===== config.mk =====
export PLATFORM = sky130hd
export DESIGN_NAME = pyrxacl_pingpong_ctrl
export DESIGN_NICKNAME = d
export VERILOG_FILES = /design/src/rtl/pyrxacl_pingpong_ctrl.sv
export SDC_FILE = /design/constraint.sdc
export NUM_CORES = 1
export LEC_CHECK = 0
export CAP_MARGIN = 20
export CORE_UTILIZATION = 29
export DETAILED_ROUTE_END_ITERATION = 12
export GPL_ROUTABILITY_DRIVEN = 1
export GPL_TIMING_DRIVEN = 0
export PLACE_DENSITY = 0.8
export REMOVE_ABC_BUFFERS = 1
export SLEW_MARGIN = 20
export SYNTH_ARGS = -nofsm -noshare
export SYNTH_HDL_FRONTEND = slang
export SYNTH_SLANG_ARGS = --single-unit

===== constraint.sdc =====
create_clock -name clk_6M -period 2.2 [get_ports clk_6M]
set_input_delay 0.44 -clock clk_6M [delete_from_list [all_inputs] [get_ports clk_6M]]
set_output_delay 0.44 -clock clk_6M [all_outputs]
set_load 0.02 [all_outputs]

===== src/rtl/pyrxacl_pingpong_ctrl.sv =====
// Two-bank (ping-pong) RX ACL payload buffer controller in front of one single-port SRAM.
// Optional PYRXACL_OVF_CNT_EN adds a saturating dropped-commit counter output (ovf_cnt).
module pyrxacl_pingpong_ctrl #(
    parameter int unsigned DW = 32,
    parameter int unsigned AW = 8
) (
    input  logic          clk_6M,
    input  logic          rstz,
    input  logic          lnctrl_cs,
    input  logic          lnctrl_we,
    input  logic [AW-1:0] lnctrl_addr,
    input  logic [DW-1:0] lnctrl_din,
    input  logic          lnctrl_commit,
    input  logic [AW:0]   lnctrl_len,
    output logic          lnctrl_gnt,
    output logic          lnctrl_full,
    input  logic          bsm_cs,
    input  logic [AW-1:0] bsm_addr,
    input  logic          bsm_read_endp,
    output logic          bsm_rdy,
    output logic [AW:0]   bsm_len,
    output logic [DW-1:0] bsm_dout,
    output logic          bsm_dvld,
    input  logic          ovf_clr,
    output logic          ovf_sticky,
    output logic          sram_cs,
    output logic          sram_we,
    output logic [AW:0]   sram_a,
    output logic [DW-1:0] sram_din,
    input  logic [DW-1:0] sram_dout
`ifdef PYRXACL_OVF_CNT_EN
    ,
    output logic [7:0]    ovf_cnt
`endif
);

    localparam int unsigned LW         = AW + 1;
    localparam logic [AW:0] BANK_WORDS = {1'b1, {AW{1'b0}}};

    logic [1:0]         full_q, full_d;
    logic [1:0][LW-1:0] len_q, len_d;
    logic               wr_bank_q, wr_bank_d;
    logic               rd_bank_q, rd_bank_d;
    logic               ovf_q, ovf_d;
    logic               dvld_q, dvld_d;

    logic               bsm_acc;
    logic               release_ev;
    logic               drop;
    logic [LW-1:0]      commit_len;

    // Ownership flags and arbitration: bsm reads always win the SRAM port.
    assign lnctrl_full = full_q[wr_bank_q];
    assign bsm_rdy     = full_q[rd_bank_q];
    assign bsm_len     = bsm_rdy ? len_q[rd_bank_q] : '0;
    assign bsm_acc     = bsm_cs & bsm_rdy;
    assign lnctrl_gnt  = lnctrl_cs & ~lnctrl_full & ~bsm_acc;

    assign sram_cs     = bsm_acc | lnctrl_gnt;
    assign bsm_dout    = sram_dout;
    assign bsm_dvld    = dvld_q;
    assign ovf_sticky  = ovf_q;

    always_comb begin
        sram_a   = '0;
        sram_we  = 1'b0;
        sram_din = '0;
        if (bsm_acc) begin
            sram_a = {rd_bank_q, bsm_addr};
        end else if (lnctrl_gnt) begin
            sram_a   = {wr_bank_q, lnctrl_addr};
            sram_we  = lnctrl_we;
            sram_din = lnctrl_din;
        end
    end

    assign release_ev = bsm_read_endp & bsm_rdy;
    assign commit_len = (lnctrl_len > BANK_WORDS) ? BANK_WORDS : lnctrl_len;

    // Release is applied before commit so a full pair can accept a commit into the bank freed now.
    always_comb begin
        full_d    = full_q;
        len_d     = len_q;
        wr_bank_d = wr_bank_q;
        rd_bank_d = rd_bank_q;
        drop      = 1'b0;
        if (release_ev) begin
            full_d[rd_bank_q] = 1'b0;
            len_d[rd_bank_q]  = '0;
            rd_bank_d         = ~rd_bank_q;
        end
        if (lnctrl_commit && (lnctrl_len != '0)) begin
            if (!full_d[wr_bank_q]) begin
                full_d[wr_bank_q] = 1'b1;
                len_d[wr_bank_q]  = commit_len;
                wr_bank_d         = ~wr_bank_q;
            end else begin
                drop = 1'b1;
            end
        end
        ovf_d  = drop | (ovf_q & ~ovf_clr);
        dvld_d = bsm_acc;
    end

    always_ff @(posedge clk_6M or negedge rstz) begin
        if (!rstz) begin
            full_q    <= '0;
            len_q     <= '0;
            wr_bank_q <= 1'b0;
            rd_bank_q <= 1'b0;
            ovf_q     <= 1'b0;
            dvld_q    <= 1'b0;
        end else begin
            full_q    <= full_d;
            len_q     <= len_d;
            wr_bank_q <= wr_bank_d;
            rd_bank_q <= rd_bank_d;
            ovf_q     <= ovf_d;
            dvld_q    <= dvld_d;
        end
    end

`ifdef PYRXACL_OVF_CNT_EN
    logic [7:0] ovf_cnt_q, ovf_cnt_d;

    // Clear and a same-cycle drop leave exactly one counted drop.
    always_comb begin
        ovf_cnt_d = ovf_cnt_q;
        if (ovf_clr) begin
            ovf_cnt_d = drop ? 8'd1 : 8'd0;
        end else if (drop && (ovf_cnt_q != 8'hFF)) begin
            ovf_cnt_d = ovf_cnt_q + 8'd1;
        end
    end

    always_ff @(posedge clk_6M or negedge rstz) begin
        if (!rstz) begin
            ovf_cnt_q <= 8'd0;
        end else begin
            ovf_cnt_q <= ovf_cnt_d;
        end
    end

    assign ovf_cnt = ovf_cnt_q;
`endif

endmodule


Word level (Yosys, flattened, before mapping)
Index checks and enable logic that the tools add are counted.
{ "word_totals": {"regBits": 24, "input_bits": 97, "wordCells": 68} }
{ "op_classes": {"n_lt_le_gt_ge": 5, "n_mux": 33, "bitwise_logic": 18, "reduce_logical": 5} }
{ "ops": {"columns": ["op", "count"], "rows": [
  ["9-bit 2-to-1 mux", 8],
  ["32-bit 2-to-1 mux", 2],
  ["18-bit 2-to-1 mux", 3],
  ["18-bit bitwise AND", 1],
  ["18-bit bitwise mux", 1],
  ["9-bit demux with 1-bit select", 2],
  ["18-bit NOT", 1],
  ["1-bit 2-to-1 mux", 12],
  ["9-bit greater-than comparator, second input constant", 1],
  ["9-bit nonzero test", 1],
  ["2-bit 2-to-1 mux", 3],
  ["1-bit NOT", 6],
  ["1-bit bitwise AND", 5],
  ["1-bit by 2-bit less-than comparator with 1-bit output, second input constant", 2],
  ["1-bit logical AND", 3],
  ["2-bit bitwise AND", 1],
  ["1-bit demux with 1-bit select", 2],
  ["1-bit >= comparator, second input constant", 2],
  ["2-bit NOT", 1],
  ["1-bit bitwise OR", 2],
  ["2-bit bitwise OR", 1],
  ["2-bit AND reduction", 1]
]} }

Logic depth before layout (Yosys ltp)
Gate-level depths: netlist of run 1.
{ "depth": {"ltp_word": 12, "mapped_depth": 7} }

Least setup slack after synthesis of run 1
Ideal clock, no wire load.
{ "synth_timing": {"path_kind": "flip-flop to output port", "from": "register rd_bank_q", "to": "output port sram_din[22]", "arrival_time_ps": 1415, "t_required_ps": 1760, "slack_ps": 345, "path_stages_with_launch": 7, "n_path_buf": 2, "path_cell_list": "dfrtp_1 -> buf_6 -> mux2i_1 -> nor2b_1 -> nor2_2 -> buf_2 -> and2_1"} }
{ "synth_between": {"elab_chain_len": 7} }
{ "synth_rtl": {"columns": ["item", "line", "source"], "rows": [
  ["start: declaration", "43", "logic rd_bank_q, rd_bank_d;"],
  ["start signal: assignment", "117", "rd_bank_q <= rd_bank_d;"],
  ["1-bit 2-to-1 mux (implied by the code) (2 in a row)", "54", "assign bsm_rdy = full_q[rd_bank_q];"],
  ["1-bit bitwise AND", "56", "assign bsm_acc = bsm_cs & bsm_rdy;"],
  ["1-bit NOT", "57", "assign lnctrl_gnt = lnctrl_cs & ~lnctrl_full & ~bsm_acc;"],
  ["1-bit bitwise AND", "57", null],
  ["net lnctrl_gnt", "15", "output logic lnctrl_gnt,"],
  ["32-bit 2-to-1 mux", "70", "end else if (lnctrl_gnt) begin"],
  ["32-bit 2-to-1 mux", "68", "if (bsm_acc) begin"],
  ["end: declaration", "29", "output logic [DW-1:0] sram_din,"]
]} }
The timed path passes the listed nets, and every way through them passes these cells. The select of a mux whose other input is x is not followed.

Final worst setup path of run 1
{ "layout_timing": {"from": "register rd_bank_q", "to": "output port sram_a[1]"} }
{ "layout_between": {"elab_chain_len": 7} }
{ "layout_rtl": {"columns": ["item", "line", "source"], "rows": [
  ["1-bit 2-to-1 mux (implied by the code) * (2 in a row)", "54", null],
  ["1-bit bitwise AND *", "56", null],
  ["1-bit NOT", "57", null],
  ["1-bit bitwise AND", "57", null],
  ["9-bit 2-to-1 mux", "70", null],
  ["9-bit 2-to-1 mux *", "68", null],
  ["end: declaration", "28", "output logic [AW:0] sram_a,"]
]} }
Mark *: on every way between the ends. The rest lies on a longest branch, timed or not. The select of a mux whose other input is x is not followed.

==> metrics.yaml, run 1 <==
setup_path:
  crit_fanout: 7
  cp-start-kind: "flop"
  required_ns: 1.76
  slowest_stage: "dfrtp_4"
  path_cells: "mux2i_4, nor2b_4, buf_12, nor2_4, buf_6, a22o_1, buf_6"
  crit_path_frequent_cell: "buf_6"
  max_stage_delay_ns: 0.50
  end_kind: "output pin"
  arrival_ns: 1.83
  critPathKind: "reg2out"
finish:
  fin_cells: 362
  area_growth_pct: 70.2
  drive_gt1_share_pct: 33.4
  seq_area_um2: 607
  layout.filler_cells: 511
  nets: 388
  n_antenna_cell: 0
  multi_input_area_um2: 950
  utilization_pct: 52.6
sta:
  finalCriticalPeriod_ns: 2.27
  finalMaxSlewViolations: 0
  skew_ns: 0.00841
  setup_viol: 12
  timing.hold.ws_ns: 0.144
  clock.fmax_ghz: 0.441
  worstMarginPinSlew_ns: 0.562
  hold_viol: 0
  layout_setup_ws_ns: -0.0674
  rsz0062_at_grt: "yes"
  slew_headroom_pct: 62.2
  finalCritPeriodShare_pct: 103
place:
  place_ws_ns: -2.08
  place_inst: 333
  dp_hpwl_mm: 6.83
  globalplace.congestion: 0.841
  numPortBuffers: 121
cts:
  postCtsHoldBufs: 0
  cts_made_buffers: 3
  clkSlewWorstSetupHoldPaths_ns: 0.09
  cts_tree: "done"
  clock_path_buffers: 2
  cts.sinks: 24
  root_buffer: "clkbuf_8"
  ctsHtreeMaxLevel: 1
  clkLatencyLatePin_ns: 0.27
die:
  std_cell_rows: 27
  core_area_um2: 5680
  dieArea_um2: 6360
  io_pins: 186
  start_util_pct: 30.9
  die_h_um: 79.8
  die_w_um: 79.8
synth:
  syn_inst: 184
  ys_seq_area_share_pct: 34.2
  synthesis.area_um2: 1750
  synth_cell_types: 31
  ys_ff_latch: 24
  yosysWarnings: 0
  synth.avg_cell_area_um2: 9.53
flow_run:
  maxCapViolCount: 0
routing:
  dr.pass1.iters: 4
  drtAntennaViolNets: 0
  drcViolationCount: 0
  drtIter0Drc: 67
  via_per_inst: 5.14
  wirelength_mm: 9.35
  wl_per_cell_um: 25.8
  vias: 1860
grt:
  grt_max_degree: 25
  grt_pass1_wl_mm: 12.4
  track_usage_pct: 28.2
  antenna_found_initial: 0
  gr-total-overflow: 0
  grt_pass1_vias: 1877
pwr:
  power.density_nw_per_um2: 1230
  power.leakage_uw: 0.00145
  ir_drop_mv: 0.592
hold_path:
  hold_class: "in2async"
outcome:
  failed_checks: "setup timing"
  outcome: "complete, but fails checks"
-- logic make-up after synthesis --
group | after synthesis | share of synthesized area, %
AND/OR/NAND/NOR | 62 | 21.0
buffers and inverters | 48 | 18.8
AO/OA/AOI/OAI | 39 | 19.8
flip-flops | 24 | 34.2
multiplexers | 10 | 5.71
XOR/XNOR | 1 | 0.499
-- cells in the final DEF, fill, tap and decap left out, drive strengths merged, types with 6 or more instances in the layout --
master,netlist,routed
and2,33,33
dfrtp,24,24
nor2,10,17
dlygate4sd2,0,10
mux2i,10,10
clkdlybuf4s50,0,65
clkbuf,4,6
nand2,8,8
a22o,25,25
buf,40,61
-- where the power goes --
| part | switching [µW] | internal, µW | leakage, µW |
|---|---|---|---|
| Combinational | 1340 | 1230 | 0.00111 |
| Clock | 146 | 160 | 0.0000288 |
| Sequential | 154 | 645 | 0.000309 |
| Total | 1640 | 2040 | 0.00145 |
-- stage by stage --
| stage | area [µm²] | total power (µW) | TNS, ns |
|---|---|---|---|
| after global placement | 2740 | 2920 | -112.78 |
| after floorplan | 1440 | 1970 | -41.24 |
| final | 2990 | 3680 | -0.412 |
| after CTS | 2900 | 3480 | -0.571 |
| after detailed placement | 2750 | 2960 | -96.47 |
| after global routing | 2990 | 3890 | -1.38 |
-- synthesized netlist by cell type, drive strengths merged --
library cell,number,area [µm²]
a2bb2oi,1,26.3
o21ai,4,20.0
a21oi,2,13.8
nand3,1,5.00
a21bo,1,10.0
nor4,2,18.8
xnor2,1,8.76
mux2i,10,100
nor2b,3,26.3
a21boi,1,18.8
a32o,2,20.0
and3,1,11.3
inv,4,15.0
nand2,8,30.0
nor2,10,40.0
a22o,25,219
nand3b,1,11.3
o22ai,1,6.26
clkbuf,4,15.0
and2,33,206
dfrtp,24,601
nand2b,3,18.8
o211ai,1,7.51
a31oi,1,6.26
buf,40,299
-- flip-flops by register name, summed over array words and instances, names as in the netlist --
register and flops:
rd_bank_q 1, len_q 18, ovf_sticky 1, wr_bank_q 1, full_q 2, bsm_dvld 1
-- worst max-delay path, delay by kind of cell (launching register included) --
family          cells  cell delay [ns]
simple gates        2             0.21
compound gates      1             0.22
buf+inv             3             0.41
mux                 1             0.20
flops               1             0.50
-- layout make-up --
cell class | count | share of cell area [%]
Sequential cell | 24 | 20.3
Inverter | 4 | 0.503
Multi-Input combinational cell | 119 | 31.8
Timing Repair Buffer | 139 | 42.5
Clock buffer | 4 | 1.84
Tap cell | 72 | 3.02
-- worst paths after layout --
path	slack, ns	to	startpoint	cells past startpoint
worst min register to register	0.51	len_q[14]	len_q[14]	1
worst max-delay path	-0.07	sram_a[1]	rd_bank_q	7
worst min-delay path	0.14	len_q[10]	rstz	1
max in group asynchronous	1.65	rd_bank_q	rstz	1
worst max register to register	0.27	len_q[0]	rd_bank_q	5
min in group clk_6M	0.51	len_q[14]	len_q[14]	1
-- routing by layer --
metal / GRT usage (%) / part of all wire [%] / vias to the layer above
met5: 5.45 / 0.51 / -
met4: 9.64 / 4.1 / 2
li1: - / - / 818
met1: 21.3 / 26 / 845
met2: 52.6 / 52 / 171
met3: 21.4 / 17 / 24
-- repair_timing --
action                                  CTS  global route
cloned                                    7             0
endpoints found under the setup margin   55            41
buffers inserted                         16             2
gates resized for setup                 191            68
pin swaps                                 9            14
(Power assumes the default switching activity.)
==> run 2: changes to the inputs <==
--- a/config.mk
+++ b/config.mk
@@ -7,12 +7,15 @@
 export LEC_CHECK = 0
 export CAP_MARGIN = 20
 export CORE_UTILIZATION = 29
+export CTS_CLUSTER_DIAMETER = 200
 export DETAILED_ROUTE_END_ITERATION = 12
 export GPL_ROUTABILITY_DRIVEN = 1
 export GPL_TIMING_DRIVEN = 0
+export HOLD_SLACK_MARGIN = 0.02
 export PLACE_DENSITY = 0.8
 export REMOVE_ABC_BUFFERS = 1
 export SLEW_MARGIN = 20
 export SYNTH_ARGS = -nofsm -noshare
 export SYNTH_HDL_FRONTEND = slang
 export SYNTH_SLANG_ARGS = --single-unit
+export TNS_END_PERCENT = 5
==> run 2 against run 1 <==
The run now ends clean. Maximum frequency grew 4.2%. Utilization shrank 3.2 points. Via count shrank 3.3%. Cell count shrank 2.8%. Register-to-register slack is essentially flat. Routed wire length shrank 4.9%. Critical path type unchanged.
==> metrics.yaml, run 2 (synthesis results as in run 1) <==
outcome:
  outcome: "complete, no violations"  # was complete, but fails checks
finish:
  nets: 378  # was 388
  largest_reg_flops: 18  # unchanged
  final_common_cell: "clkdlybuf4s50_1"  # unchanged
  final_cell_mix: "clkdlybuf4s50_1, and2_1, buf_2, a22o_1, dfrtp_1"  # was clkdlybuf4s50_1, and2_1, a22o_1, buf_6
  top_regs: "len_q x18, full_q x2"  # unchanged
  drive_gt1_share_pct: 28.6  # was 33.4%
  n_antenna_cell: 0  # unchanged
  area_growth_pct: 59.8  # was 70.2%
  regMostFlops: "len_q"  # unchanged
cts:
  clkSlewWorstSetupHoldPaths_ns: 0.09  # about the same
  cts_made_buffers: 3  # unchanged
  ctsHtreeMaxLevel: 1  # unchanged
  cts_tree: "done"  # unchanged
  clock_path_buffers: 2  # unchanged
  clkLatencyLatePin_ns: 0.28  # was 0.27 ns
  postCtsHoldBufs: 0  # unchanged
  cts.sinks: 24  # unchanged
  root_buffer: "clkbuf_8"  # unchanged
grt:
  grt_max_degree: 25  # unchanged
  grt_pass1_wl_mm: 12.3  # was 12.4 mm
  antenna_found_initial: 0  # unchanged
  grt_pass1_vias: 1832  # was 1877
  track_usage_pct: 27.8  # was 28.2%
  gr-total-overflow: 0  # unchanged
die:
  start_util_pct: 30.9  # unchanged
  die_h_um: 79.8  # unchanged
  core_area_um2: 5680  # unchanged
  dieArea_um2: 6360  # unchanged
  io_pins: 186  # unchanged
  die_w_um: 79.8  # unchanged
  std_cell_rows: 27  # unchanged
routing:
  via_per_inst: 5.11  # was 5.14
  drcViolationCount: 0  # unchanged
  drtAntennaViolNets: 0  # unchanged
  drtIter0Drc: 68  # was 67
  wirelength_mm: 8.90  # was 9.35 mm
  dr.pass1.iters: 5  # was 4
  vias: 1798  # was 1860
  wl_per_cell_um: 25.3  # was 25.8 µm
sta:
  layout_setup_ws_ns: 0.0237  # was -0.0674 ns
  setup_viol: 0  # was 12
  rsz0062_at_grt: "yes"  # unchanged
  clock.fmax_ghz: 0.459  # was 0.441 GHz
  hold_viol: 0  # unchanged
  worstMarginPinSlew_ns: 0.562  # about the same
  skew_ns: 0.0119  # was 0.00841 ns
  finalMaxSlewViolations: 0  # unchanged
  finalCriticalPeriod_ns: 2.18  # was 2.27 ns
  slew_headroom_pct: 62.2  # about the same
  finalCritPeriodShare_pct: 98.9  # was 103%
  timing.hold.ws_ns: 0.139  # was 0.144 ns
setup_path:
  critPathKind: "reg2out"  # unchanged
  cp-start-kind: "flop"  # unchanged
  arrival_ns: 1.74  # was 1.83 ns
  crit_fanout: 8  # was 7
  required_ns: 1.76  # about the same
  end_kind: "output pin"  # unchanged
place:
  place_ws_ns: -2.08  # unchanged
  globalplace.congestion: 0.841  # unchanged
  numPortBuffers: 121  # unchanged
  dp_hpwl_mm: 6.83  # unchanged
pwr:
  power.density_nw_per_um2: 1220  # was 1230 nW/µm²
  power.leakage_uw: 0.00136  # was 0.00145 µW
  ir_drop_mv: 0.587  # was 0.592 mV
flow_run:
  maxCapViolCount: 0  # unchanged
hold_path:
  hold_class: "in2async"  # unchanged
-- run 2: cell types whose count changed in the layout (fill, tap and decap cells not counted), sizes merged --
cell	before	now
dlymetal6s2s	1	0
clkbuf	6	7
dlygate4sd2	10	11
buf	61	50
-- run 2: final timing paths --
path	from	cells past startpoint	slack (ns)	endpoint
worst max-delay path	rd_bank_q	6	0.02	sram_a[8]
worst min-delay path	rstz	1	0.14	len_q[10]
worst max register to register	rd_bank_q	5	0.26	len_q[0]
worst min register to register	len_q[14]	1	0.51	len_q[14]
max in group asynchronous	rstz	1	1.65	rd_bank_q
min in group clk_6M	len_q[14]	1	0.51	len_q[14]
-- run 2: layout make-up --
type                       instances  area [µm²]
inverter                           4        15.0
fill                             535        2870
sequential                        24         607
multi-input combinational        119         933
timing repair buffer             129        1100
clock buffer                       4        55.1
tap                               72        90.1
-- run 2: worst max-delay path: stages, from the launching register on --
cell	delay, ns
dfrtp_4	0.50
mux2i_4	0.20
nor2b_4	0.16
buf_12	0.16
nor2_4	0.06
a32o_1	0.21
clkbuf_2	0.16
-- run 2: routing by layer --
metal | global-route usage, % | share of wire, % | vias up
met1 | 21.7 | 27 | 804
li1 | - | - | 796
met4 | 8.93 | 4.6 | 2
met2 | 51.4 | 51 | 172
met5 | 6.36 | 0.52 | -
met3 | 21.1 | 17 | 24
-- run 2: through the flow --
stage / utilization, % / TNS (ns) / power (µW) / instance area, µm² / instances
final: 49.4 / 0 / 3420 / 2800 / 352
after global routing: 49.4 / -0.179 / 3620 / 2800 / 352
after CTS: 49.5 / -0.251 / 3370 / 2810 / 352
after detailed placement: 48.4 / -96.47 / 2960 / 2750 / 333
after global placement: 48.3 / -112.78 / 2920 / 2740 / 333
after floorplan: - / -41.24 / 1970 / 1440 / 140
-- run 2: what timing repair did --
item / CTS / global route
gates cloned: 7 / 0
setup endpoints to repair: 55 / 43
pin swaps: 7 / 9
buffers inserted: 8 / 0
gates resized for setup: 187 / 36
-- run 2: report_power, final --
group          internal (µW)  leakage, µW  switching [µW]
Clock                    160    0.0000288             149
Sequential               645     0.000309             155
Combinational           1040      0.00102            1270
==> run 3: changes to the inputs <==
--- a/config.mk
+++ b/config.mk
@@ -6,12 +6,13 @@
 export NUM_CORES = 1
 export LEC_CHECK = 0
 export CAP_MARGIN = 20
+export CORE_MARGIN = 5
 export CORE_UTILIZATION = 29
 export CTS_CLUSTER_DIAMETER = 200
 export DETAILED_ROUTE_END_ITERATION = 12
 export GPL_ROUTABILITY_DRIVEN = 1
-export GPL_TIMING_DRIVEN = 0
-export HOLD_SLACK_MARGIN = 0.02
+export GPL_TIMING_DRIVEN = 1
+export HOLD_SLACK_MARGIN = 0.05
 export PLACE_DENSITY = 0.8
 export REMOVE_ABC_BUFFERS = 1
 export SLEW_MARGIN = 20
==> run 3 against run 2 <==
Routed wire length decreased by 19%. Combinational power decreased by 6%. Critical path depth decreased by 2. Sequential power decreased by 6.1%. Clock power decreased by 16%. Global-route usage decreased by 10 points.
==> metrics.yaml, run 3 (synthesis results as in run 1) <==
cts:
  clkLatencyLatePin_ns: 0.27  # was 0.28 ns
  cts.sinks: 24  # unchanged
  clock_path_buffers: 2  # unchanged
  cts_made_buffers: 3  # unchanged
  postCtsHoldBufs: 0  # unchanged
  clkSlewWorstSetupHoldPaths_ns: 0.08  # was 0.09 ns
  ctsHtreeMaxLevel: 1  # unchanged
  cts_tree: "done"  # unchanged
  root_buffer: "clkbuf_8"  # unchanged
grt:
  grt_max_degree: 43  # was 25
  antenna_found_initial: 0  # unchanged
  gr-total-overflow: 0  # unchanged
  grt_pass1_wl_mm: 10.1  # was 12.3 mm
  track_usage_pct: 17.4  # was 27.8%
  grt_pass1_vias: 1806  # was 1832
finish:
  fin_cells: 352  # unchanged
  top_regs: "len_q x18, full_q x2"  # unchanged
  area_growth_pct: 55.0  # was 59.8%
  layout.filler_cells: 577  # was 535
  largest_reg_flops: 18  # unchanged
  n_antenna_cell: 0  # unchanged
  final_area_um2: 2720  # was 2800 µm²
  final_cell_mix: "clkdlybuf4s50_1, and2_1, buf_2, a22o_1, dfrtp_1"  # unchanged
  regMostFlops: "len_q"  # unchanged
  final_common_cell: "clkdlybuf4s50_1"  # unchanged
  nets: 376  # was 378
  drive_gt1_share_pct: 24.2  # was 28.6%
sta:
  finalCriticalPeriod_ns: 2.18  # about the same
  fin_tns_setup_ns: 0  # unchanged
  hold_viol: 0  # unchanged
  skew_ns: 0.00388  # was 0.0119 ns
  slew_headroom_pct: 76.4  # was 62.2%
  finalMaxSlewViolations: 0  # unchanged
  finalCritPeriodShare_pct: 99.2  # was 98.9%
  clock.fmax_ghz: 0.458  # was 0.459 GHz
  timing.hold.ws_ns: 0.509  # was 0.139 ns
  worstMarginPinSlew_ns: 0.351  # was 0.562 ns
  rsz0062_at_grt: "yes"  # unchanged
  setup_viol: 0  # unchanged
die:
  io_pins: 186  # unchanged
  start_util_pct: 29.8  # was 30.9%
  std_cell_rows: 28  # was 27
  die_h_um: 87.8  # was 79.8 µm
  dieArea_um2: 7700  # was 6360 µm²
  core_area_um2: 5890  # was 5680 µm²
  die_w_um: 87.8  # was 79.8 µm
setup_path:
  r2r_setup_slack_ns: 0.52  # was 0.26 ns
  reg2reg_from: "rd_bank_q"  # unchanged
  endpoint: "bsm_len[3]"  # was sram_a[8]
  arrival_ns: 1.74  # about the same
  reg2regPathDepth: 6  # was 5
  required_ns: 1.76  # about the same
  cp-start-kind: "flop"  # unchanged
  timing.rr.end: "len_q[0]"  # unchanged
  crit_fanout: 15  # was 8
  end_kind: "output pin"  # unchanged
  critPathKind: "reg2out"  # unchanged
  worstSetupStartpoint: "rd_bank_q"  # unchanged
pwr:
  intPower_uw: 1760  # was 1840 µW
  swShare_pct: 44.4  # was 46.1%
  finalPower_uw: 3170  # was 3420 µW
  power.leakage_uw: 0.00133  # was 0.00136 µW
  ir_drop_mv: 0.758  # was 0.587 mV
  clockPowerShare_pct: 8.3  # was 9.0%
  combinationalPowerShare_pct: 68.0  # was 67.6%
  power_switching_uw: 1410  # was 1580 µW
  seq_power_share_pct: 23.7  # was 23.4%
  power.density_nw_per_um2: 1170  # was 1220 nW/µm²
routing:
  via_per_inst: 4.82  # was 5.11
  dr.pass1.iters: 4  # was 5
  drtIter0Drc: 64  # was 68
  wirelength_mm: 7.18  # was 8.90 mm
  wl_per_cell_um: 20.4  # was 25.3 µm
  drcViolationCount: 0  # unchanged
  drtAntennaViolNets: 0  # unchanged
  vias: 1696  # was 1798
flow_run:
  maxCapViolCount: 0  # unchanged
place:
  numPortBuffers: 121  # unchanged
  globalplace.congestion: 0.843  # was 0.841
  dp_hpwl_mm: 5.64  # was 6.83 mm
  place_inst: 349  # was 333
  placed_area_um2: 2860  # was 2750 µm²
hold_path:
  hold_class: "reg2reg"  # was in2async
outcome:
  outcome: "complete, no violations"  # unchanged
==> run 3: per-layer routing <==
layer / routed length (µm) / global-route usage [%] / vias up
li1: - / - / 784
met2: 3010 / 25.7 / 123
met3: 1140 / 9.69 / 2
met1: 3010 / 23.1 / 787
met5: 0 / 3.25 / -
met4: 13 / 1.26 / 0
==> run 3: through the flow <==
| step | setup WS (ns) | utilization [%] |
|---|---|---|
| 2_1_floorplan | -0.974 | - |
| 3_3_place_gp | -0.410 | 48.5 |
| 3_5_place_dp | -0.439 | 48.5 |
| 4_1_cts | -0.142 | 45.7 |
| 5_1_grt | -0.0739 | 46.2 |
| 6_report | 0.0174 | 46.2 |
==> run 3: worst max-delay path: stages, from the launching register on <==
cell,delay [ns]
dfrtp_1,0.39
buf_4,0.22
mux2i_1,0.14
nor2_1,0.11
clkdlybuf4s50_1,0.61
==> run 3: layout make-up <==
type	count	area [µm²]	area share [%]
Clock buffer	3	41.3	1.52
Timing Repair Buffer	134	1140	42.1
Sequential cell	24	601	22.1
Tap cell	75	93.8	3.45
Inverter	4	15.0	0.552
Multi-Input combinational cell	112	825	30.3
==> run 3: repair_timing <==
item                                    4_1_cts  5_1_grt
pin swaps                                     0        1
endpoints found under the setup margin       47       51
resized for setup                           170       18
buffers inserted                              0        0
==> run 3: worst min path at each step <==
stage	from	endpoint	slack (ns)	cells past startpoint
3_3_place_gp	len_q[11]	len_q[11]	0.48	1
6_report	len_q[10]	len_q[10]	0.51	1
3_5_place_dp	len_q[10]	len_q[10]	0.48	1
4_1_cts	len_q[10]	len_q[10]	0.51	1
5_1_grt	len_q[6]	len_q[6]	0.53	1
2_1_floorplan	rstz	bsm_dvld	0.14	0
==> run 3: power by group through the flow <==
stage | sequential [µW] | combinational (µW) | clock, µW
after CTS | 753 | 2150 | 271
after global routing | 779 | 2310 | 290
after floorplan | 804 | 1160 | 0
after detailed placement | 759 | 2350 | 0
final | 751 | 2160 | 261
after global placement | 752 | 2330 | 0
